**src/rtl/arb_pkg.sv**
```systemverilog
// arb_pkg: shared types and helpers for the round-robin output-FIFO arbiter.
package arb_pkg;
   typedef enum logic [1:0] {IDLE = 2'd0, SERVE = 2'd1, BLOCKED = 2'd2} arb_state_t;
   localparam int DATA_SIZE_DEF = 12;
   localparam int NUM_CH_DEF    = 4;
   localparam int NUM_OUT_DEF   = 4;
   localparam int CNT_W_DEF     = 5;
   function automatic int unsigned dest_of(input logic [63:0] word, input int unsigned dsz,
                                           input int unsigned dw);
      return 32'((word >> (dsz - dw)) & ((64'd1 << dw) - 64'd1));
   endfunction
endpackage

```
**src/rtl/rr_pick.sv**
```systemverilog
// rr_pick: round-robin one-hot picker (rotate, isolate lowest request, rotate back).
module rr_pick #(
   parameter int NUM_CH = 4
) (
   input  logic [NUM_CH-1:0]         req_i,
   input  logic [$clog2(NUM_CH)-1:0] ptr_i,
   output logic [NUM_CH-1:0]         grant_o,
   output logic                      valid_o
);
   logic [2*NUM_CH-1:0] rot_w, back_w;
   logic [NUM_CH-1:0]   rot, pe;
   always_comb begin
      rot_w   = {req_i, req_i} >> ptr_i;
      rot     = rot_w[NUM_CH-1:0];
      pe      = rot & (~rot + NUM_CH'(1));
      back_w  = {pe, pe} << ptr_i;
      grant_o = back_w[2*NUM_CH-1:NUM_CH];
      valid_o = |req_i;
   end
endmodule

```
**src/rtl/arbitro_rr_n.sv**
```systemverilog
// arbitro_rr_n: drains NUM_CH show-ahead FIFOs round-robin into NUM_OUT output FIFOs.
// Define ARB_CNT_EN to build the per-channel forwarded-word counters.
module arbitro_rr_n
   import arb_pkg::*;
#(
   parameter int DATA_SIZE = DATA_SIZE_DEF,
   parameter int NUM_CH    = NUM_CH_DEF,
   parameter int NUM_OUT   = NUM_OUT_DEF,
   parameter int CNT_W     = CNT_W_DEF
) (
   input  logic                        clk,
   input  logic                        reset,
   input  logic [NUM_CH-1:0]           fifo_empty,
   input  logic [NUM_CH*DATA_SIZE-1:0] data_in,
   input  logic [NUM_OUT-1:0]          fifo_af,
   output logic [NUM_CH-1:0]           pop,
   output logic [NUM_OUT-1:0]          push,
   output logic [DATA_SIZE-1:0]        data_out,
   output logic                        idle,
   output logic [1:0]                  arb_state,
   output logic [NUM_CH*CNT_W-1:0]     cont
);
   localparam int DEST_W = $clog2(NUM_OUT);
   localparam int PW     = $clog2(NUM_CH);
   localparam logic [1:0] S_IDLE    = IDLE;
   localparam logic [1:0] S_SERVE   = SERVE;
   localparam logic [1:0] S_BLOCKED = BLOCKED;

   logic [DEST_W-1:0]    dest [NUM_CH];
   logic [NUM_CH-1:0]    elig, grant;
   logic                 valid;
   logic [PW-1:0]        gidx, ptr_q, ptr_d;
   logic [NUM_OUT-1:0]   push_q, push_d;
   logic [DATA_SIZE-1:0] data_q, data_d;
   logic [1:0]           state_q, state_d;

   // A channel is eligible only if its head word's destination has room.
   always_comb begin
      for (int i = 0; i < NUM_CH; i++) begin
         dest[i] = DEST_W'(dest_of(64'(data_in[i*DATA_SIZE +: DATA_SIZE]), DATA_SIZE, DEST_W));
         elig[i] = !fifo_empty[i] && !fifo_af[dest[i]];
      end
   end

   rr_pick #(.NUM_CH(NUM_CH)) u_pick (
      .req_i  (elig),
      .ptr_i  (ptr_q),
      .grant_o(grant),
      .valid_o(valid)
   );

   always_comb begin
      gidx = '0;
      for (int i = 0; i < NUM_CH; i++)
         if (grant[i]) gidx = PW'(i);
      push_d  = valid ? NUM_OUT'(1) << dest[gidx] : '0;
      data_d  = valid ? data_in[gidx*DATA_SIZE +: DATA_SIZE] : data_q;
      ptr_d   = !valid ? ptr_q : (gidx == PW'(NUM_CH - 1)) ? '0 : gidx + PW'(1);
      state_d = &fifo_empty ? S_IDLE : valid ? S_SERVE : S_BLOCKED;
   end

   always_ff @(posedge clk) begin
      if (reset) begin
         push_q  <= '0;
         data_q  <= '0;
         ptr_q   <= '0;
         state_q <= S_IDLE;
      end else begin
         push_q  <= push_d;
         data_q  <= data_d;
         ptr_q   <= ptr_d;
         state_q <= state_d;
      end
   end

   assign pop       = reset ? '0 : grant;
   assign push      = push_q;
   assign data_out  = data_q;
   assign idle      = &fifo_empty && (push_q == '0);
   assign arb_state = (state_q == 2'd3) ? S_IDLE : state_q;

`ifdef ARB_CNT_EN
   for (genvar i = 0; i < NUM_CH; i++) begin : g_cnt
      logic [CNT_W-1:0] cnt_q;
      always_ff @(posedge clk) begin
         if (reset) cnt_q <= '0;
         else if (grant[i]) cnt_q <= cnt_q + CNT_W'(1);
      end
      assign cont[i*CNT_W +: CNT_W] = cnt_q;
   end
`else
   assign cont = '0;
`endif
endmodule

```
**config.mk**
```make
export PLATFORM = sky130hd
export DESIGN_NAME = arbitro_rr_n
export DESIGN_NICKNAME = d
export VERILOG_FILES = /design/src/rtl/arb_pkg.sv /design/src/rtl/rr_pick.sv /design/src/rtl/arbitro_rr_n.sv
export SDC_FILE = /design/constraint.sdc
export NUM_CORES = 1
export LEC_CHECK = 0
export CAP_MARGIN = 0
export CORE_MARGIN = 3
export CORE_UTILIZATION = 31
export CTS_CLUSTER_DIAMETER = 60
export DETAILED_ROUTE_END_ITERATION = 8
export PLACE_DENSITY = 0.74
export SETUP_SLACK_MARGIN = 0.05
export SYNTH_ARGS = -nofsm -noshare
export SYNTH_HDL_FRONTEND = slang
export SYNTH_HIERARCHICAL = 1
export SYNTH_SLANG_ARGS = --single-unit
```
**constraint.sdc**
```tcl
create_clock -name clk -period 2.5 [get_ports clk]
set_input_delay 0.25 -clock clk [delete_from_list [all_inputs] [get_ports clk]]
set_output_delay 0.25 -clock clk [all_outputs]
set_load 0.02 [all_outputs]
```
-- Word level (Yosys, flattened, before mapping)
Index checks and enable logic that the tools add are counted.
- multipliers: 1
- shifts and indexed selects: 4
- add/sub/neg operators: 2
- div/mod/pow operators: 0
- eq/ne operators: 2
- magnitude comparators: 5
- bitwise operators: 4
- mux-type cells: 18
- reduce and logical (&&, ||, !) cells: 18
- operators by type and width (cell ; count):
    $shiftx A48 B7 Y12 ; 1
    $mux W2 ; 7
    $lt A2 B3 Y1 const B ; 4
    $bmux W1 S2 ; 4
    $logic_not A1 Y1 ; 8
    $shl A8 B2 Y8 ; 1
    $shr A8 B2 Y4 ; 1
    $logic_and A1 B1 Y1 ; 5
    $mux W1 ; 5
    $add A4 B1 Y4 const B ; 1
    $and A4 B4 Y4 ; 1
    $bmux W2 S2 ; 1
    $eq A2 B2 Y1 const B ; 2
    $logic_not A4 Y1 ; 1
    $mul A2 B2 Y4 const B ; 1
    $mux W4 ; 1
    $not A4 Y4 ; 1
    $reduce_and A4 Y1 ; 1
    $reduce_or A2 Y1 ; 2
    $reduce_or A4 Y1 ; 1
    $shl A1 B2 Y4 const A ; 1
    $ge A3 B3 Y1 const B ; 1
    $not A2 Y3 ; 1
    $add A2 B1 Y2 const B ; 1
    $not A1 Y1 ; 1
- bits in read-only memories: 0
- latch bits: 0
- memories: 0
- flip-flop bits (word level): 20
- output and inout port bits: 43
- memory bits (writable): 0

-- Logic depth before layout (Yosys ltp)
- word-level depth: 17
- depth in mapped cells: 9

-- Hierarchy
Netlist, hierarchy kept.
- modules (own cells, without submodules) (module ; cells each ; area an instance (um2) ; seq. area each (um2) ; times used):
    arbitro_rr_n ; 132 ; 1238.7 ; 400.4 ; 1
    rr_pick ; 19 ; 117.6 ; 0.0 ; 1

-- Worst setup path before layout
No wires, ideal clock.
- kind: in2reg
- start: input data_in[34]
- end: register push_q[1] (netlist: push[1])
- setup time: 0.080 ns
- stages on the path: 8
- data required time: 2.420 ns
- path buffers: 0
- arrival time: 2.357 ns
- path slack: 0.063 ns
- cells stage by stage: mux4_2 > nor2_1 > nor2b_1 > o21ai_0 > and3_1 > mux2_1 > a222oi_1 > nor3b_1
- cells in the longest elaborated chain, start to end: 17
- elaborated cells between the ends (all ways): 20
- RTL lines (element ; RTL line ; text):
    start: declaration ; arbitro_rr_n.sv:14 ; input logic [NUM_CH*DATA_SIZE-1:0] data_in,
    $bmux W1 S2 (*) ; arbitro_rr_n.sv:41 ; elig[i] = !fifo_empty[i] && !fifo_af[dest[i]];
    $mux W1 (not written as such) (*) ; arbitro_rr_n.sv:41 ;
    $logic_not A1 Y1 (*) ; arbitro_rr_n.sv:41 ;
    $logic_and A1 B1 Y1 (*) ; arbitro_rr_n.sv:41 ;
    named net elig[2] ; arbitro_rr_n.sv:30 ; logic [NUM_CH-1:0] elig, grant;
    $shr A8 B2 Y4 (*) ; rr_pick.sv:13 ; rot_w = {req_i, req_i} >> ptr_i;
    $not A4 Y4 ; rr_pick.sv:15 ; pe = rot & (~rot + NUM_CH'(1));
    $add A4 B1 Y4 ; rr_pick.sv:15 ;
    $and A4 B4 Y4 (*) ; rr_pick.sv:15 ;
    $shl A8 B2 Y8 (*) ; rr_pick.sv:16 ; back_w = {pe, pe} << ptr_i;
    named net grant[1] ; arbitro_rr_n.sv:30 ;
    $mux W1 (*) ; arbitro_rr_n.sv:55 ; if (grant[i]) gidx = PW'(i);
    $mux W2 (*) (2 in a row) ; arbitro_rr_n.sv:55 ;
    $not A2 Y3 (not written as such) (*) ; arbitro_rr_n.sv:56 ; push_d = valid ? NUM_OUT'(1) << dest[gidx] : '0;
    $bmux W2 S2 (*) ; arbitro_rr_n.sv:56 ;
    $mux W2 (not written as such) (*) (2 in a row) ; arbitro_rr_n.sv:56 ;
    $shl A1 B2 Y4 (*) ; arbitro_rr_n.sv:56 ;
    end signal: assignment ; arbitro_rr_n.sv:69 ; push_q <= push_d;
    end: declaration ; arbitro_rr_n.sv:33 ; logic [NUM_OUT-1:0] push_q, push_d;
The timed path passes the listed nets; every way through them passes the cells marked *. The select of a mux whose other input is x is not followed.
A chain may end at the register's enable or synchronous reset.

-- Worst setup path in the final report
- start: input fifo_af[1]
- end: register push_q[2] (netlist: push[2])
- cells in the longest elaborated chain, start to end: 17
- elaborated cells between the ends (all ways): 32
- RTL lines (element ; RTL line ; text):
    start: declaration ; arbitro_rr_n.sv:15 ; input logic [NUM_OUT-1:0] fifo_af,
    $bmux W1 S2 (*) ; arbitro_rr_n.sv:41 ;
    $mux W1 (not written as such) (*) ; arbitro_rr_n.sv:41 ;
    $logic_not A1 Y1 (*) ; arbitro_rr_n.sv:41 ;
    $logic_and A1 B1 Y1 (*) ; arbitro_rr_n.sv:41 ;
    named net elig[2] ; arbitro_rr_n.sv:30 ;
    $shr A8 B2 Y4 (*) ; rr_pick.sv:13 ;
    $not A4 Y4 ; rr_pick.sv:15 ;
    $add A4 B1 Y4 ; rr_pick.sv:15 ;
    $and A4 B4 Y4 (*) ; rr_pick.sv:15 ;
    $shl A8 B2 Y8 (*) ; rr_pick.sv:16 ;
    named net grant[1] ; arbitro_rr_n.sv:30 ;
    $mux W1 (*) ; arbitro_rr_n.sv:55 ;
    $mux W2 (*) (2 in a row) ; arbitro_rr_n.sv:55 ;
    $not A2 Y3 (not written as such) (*) ; arbitro_rr_n.sv:56 ;
    $bmux W2 S2 (*) ; arbitro_rr_n.sv:56 ;
    $mux W2 (not written as such) (*) (2 in a row) ; arbitro_rr_n.sv:56 ;
    $shl A1 B2 Y4 (*) ; arbitro_rr_n.sv:56 ;
Marked as above.

==> impl_results.md <==
* Outcome: completed
* GRT Total Usage at 0.163
* RSZ-0062 raised after global routing: true
* Hold depth at 2
* CP max FO at 6
* Worst EP required at between 2 and 3 ns
* IO Pins at slightly above 100
* Post-Synth Simple-Gate Area at 0.165
* Layout cells sized above 1 at 0.235
* Ordered list of cells on the worst path: dlygate4sd2_1 -> mux4_2 -> nor2_4 -> nor2b_4 -> o21ai_0 -> and3_4 -> mux2_4 -> a222oi_1 -> buf_4 -> nor3b_2
* Crit-path leading delay family: multiplexers
* Initial antenna violation count at 0
* Sequential area share after synthesis at 0.295
* # diodes at 0
* Compound-Gate Fraction of Synth Area at 0.225
* CTS clock-pin slew for the worst setup and hold paths at around 0.07 ns
* Leak at around 0.00099 uW
* Post-route minimum period at 2.37 ns
* Area of the multi-input gates at 883 sq um
* Crit start category: input port
* Largest family of logic cells by synthesized area: compound AO/OA/AOI/OAI gates
* Mux contribution to synthesized area at 0.166
* Iteration-0 DRC count of the detailed router at between 100 and 150
* Crit-path slowest cell: mux4_2
* Initial core utilization at 0.330
* Final Skew at 0.00122 ns
* HPWL after DPL at about 3500 um
* Die W at 72.1 um
* Max_cap viols at 0
* Critical Path Stages at 10
* R2R depth at 7
* Slew Viols, Final at 0
* Die area at roughly 5200 sq um
* Xor and xnor fraction of the mapped netlist area at 0
* Min Hold Slack at roughly 0.48 ns
* Synthesis-to-layout area growth at 77.1%
* Syn Area/Cell at ~9 sq um
* Worst setup margin at ~0.13 ns
* CTS Root Cell: clkbuf_8
* Max Freq at between 400 and 500 MHz
* I/O Buffers at 80
* CTS tree: done
* CP Capture Type: register
* FP Rows at 23
* Pin count of the biggest net entering global routing at 14
* Number of buffers created by CTS at 3
* Final Hold Fails at 0
* Die Span Y at between 70 and 80 um
* Final ANT Viol Nets at 0
* Fin nets at 310
* Adder-cell share of the synthesized area at 0
* Residual DRC at 0
* Part of the cycle the worst path needs at 0.947
* WP data arrival at between 2 and 3 ns
* Hold Path Class: reg2reg
* Setup CP Type: in2reg
* Worst-Skew Late Latency at 0.26 ns
* Netlist cell types at 31
* First-pass GRT wire length at ~6700 um
* Setup slack at placement at -0.443 ns
* Clk sink count at 20
* Hold Buf Count CTS at 0
* Drt first pass iters at 4
* Leading cell types in the layout, fill and taps excluded: clkdlybuf4s50_1, buf_4, conb_1, dfxtp_1, nor2_1
* Most common cell after layout, fill and taps aside: clkdlybuf4s50_1
* Worst Path Buf+Inv at 2
* Vias in the first global route at between 1000 and 1500
* Max VDD drop at 310 uV
* FF+latch area at around 400 sq um
* Power density cells at around 490 nW/um^2
* Setup-failing EPs final at 0
* Mapped Cells at 151
* WL per Instance at around 14 um
* Core area at 4120 sq um
* DR vias at between 1500 and 2000
* H-Tree Depth at 1
* Netlist Area Pre-Place at approximately 1400 sq um
* Overflow after GRT at 0
* CTS max path bufs at 2
* Routed wire length at between 4000 and 5000 um
* Global placement routability congestion at around 0.79
* Fill cell count at 372
* Synthesis-stage register bit count at 20
* Worst path max stage delay at 0.50 ns
* Via-per-instance ratio at 5.01
* Yosys warnings at 6
## where the power goes
group	switching, uW	total [uW]	leakage (uW)	internal (uW)
Combinational	250	545	0.000798	295
Sequential	29.0	391	0.000166	362
Clock	102	242	0.0000288	140
Total	382	1180	0.000993	796
## synthesized netlist by cell type
| cell | instances | share of area |
|---|---|---|
| o221a_2 | 1 | 0.0083 |
| nor2_1 | 23 | 0.064 |
| nand2_1 | 2 | 0.0055 |
| mux2_2 | 10 | 0.083 |
| buf_4 | 20 | 0.11 |
| nand2b_1 | 4 | 0.018 |
| and3b_1 | 1 | 0.0065 |
| o211ai_1 | 2 | 0.011 |
| buf_1 | 1 | 0.0028 |
| clkbuf_1 | 6 | 0.017 |
| a2bb2oi_2 | 1 | 0.011 |
| mux2_1 | 2 | 0.017 |
| o21ai_0 | 1 | 0.0037 |
| and4_1 | 1 | 0.0065 |
| o22ai_1 | 1 | 0.0046 |
| a211oi_1 | 12 | 0.066 |
| a21oi_1 | 4 | 0.015 |
| mux4_2 | 4 | 0.066 |
| conb_1 | 1 | 0.0028 |
| nor4_1 | 1 | 0.0046 |
| nor3b_1 | 2 | 0.011 |
| nor2b_1 | 6 | 0.028 |
| buf_2 | 2 | 0.0074 |
| nor3_1 | 2 | 0.0074 |
| dfxtp_1 | 20 | 0.30 |
| o21a_1 | 2 | 0.011 |
| and2_1 | 2 | 0.0092 |
| a222oi_1 | 12 | 0.089 |
| and3_1 | 1 | 0.0046 |
| a21o_1 | 1 | 0.0055 |
| inv_1 | 3 | 0.0083 |
## through the flow
stage	instances	total power, uW	TNS (ns)	area (sq um)	utilization
5_1_grt	301	1250	0	2400	0.584
3_3_place_gp	297	927	-6.34	2300	0.559
4_1_cts	301	1180	0	2380	0.577
2_1_floorplan	170	683	0	1430	-
6_report	301	1180	0	2400	0.584
3_5_place_dp	297	932	-6.95	2300	0.559
## timing repair
| item | 4_1_cts | 5_1_grt |
|---|---|---|
| gates cloned | 0 | 0 |
| endpoints found under the setup margin | 20 | 10 |
| resized for setup | 29 | 9 |
| endpoints found under the hold margin | 0 | 0 |
| pin swaps | 3 | 3 |
| buffers inserted | 0 | 0 |
## routing by layer
metal  up-vias  wire [um]  global-route usage  part of all wire
li1        731          -                   -                 -
met1       693       1550               0.177              0.36
met2        75       2220               0.297              0.52
met3         8        433              0.0582              0.10
met4         0         66              0.0438             0.015
met5         -          0                   0                 0
## path summary, 6_finish.rpt
kind                               to  slack, ns                     start
min          data_out[4]$_SDFFE_PP0P_       0.48  data_out[4]$_SDFFE_PP0P_
min reg2reg  data_out[4]$_SDFFE_PP0P_       0.48  data_out[4]$_SDFFE_PP0P_
max reg2reg        push[2]$_SDFF_PP0_       0.47     ptr_q[0]$_SDFFE_PP0P_
max                push[2]$_SDFF_PP0_       0.13                fifo_af[1]
## cell families after synthesis
kind of cell / Yosys count
other: 1
buffers and inverters: 32
DFF: 20
AOI/OAI and AO/OA: 37
and+or+nand+nor: 45
muxes: 16
## final cells by class
cell class                      count  area share
Multi-Input combinational cell    118       0.368
Timing Repair Buffer              106       0.412
Sequential cell                    20       0.167
Tap cell                           50      0.0260
Clock buffer                        4      0.0229
Inverter                            3     0.00469
## state kept, by name (all words and copies together) (netlist names)
name / count
data_out: 12
push: 4
ptr_q: 2
state_q: 2
## tightest hold or removal path, cell delays in order, from the launching register on
cell	delay, ns
dfxtp_1	0.31
nor2_1	0.08
a211oi_1	0.05
Note: power is estimated with default switching activity, not from simulation.
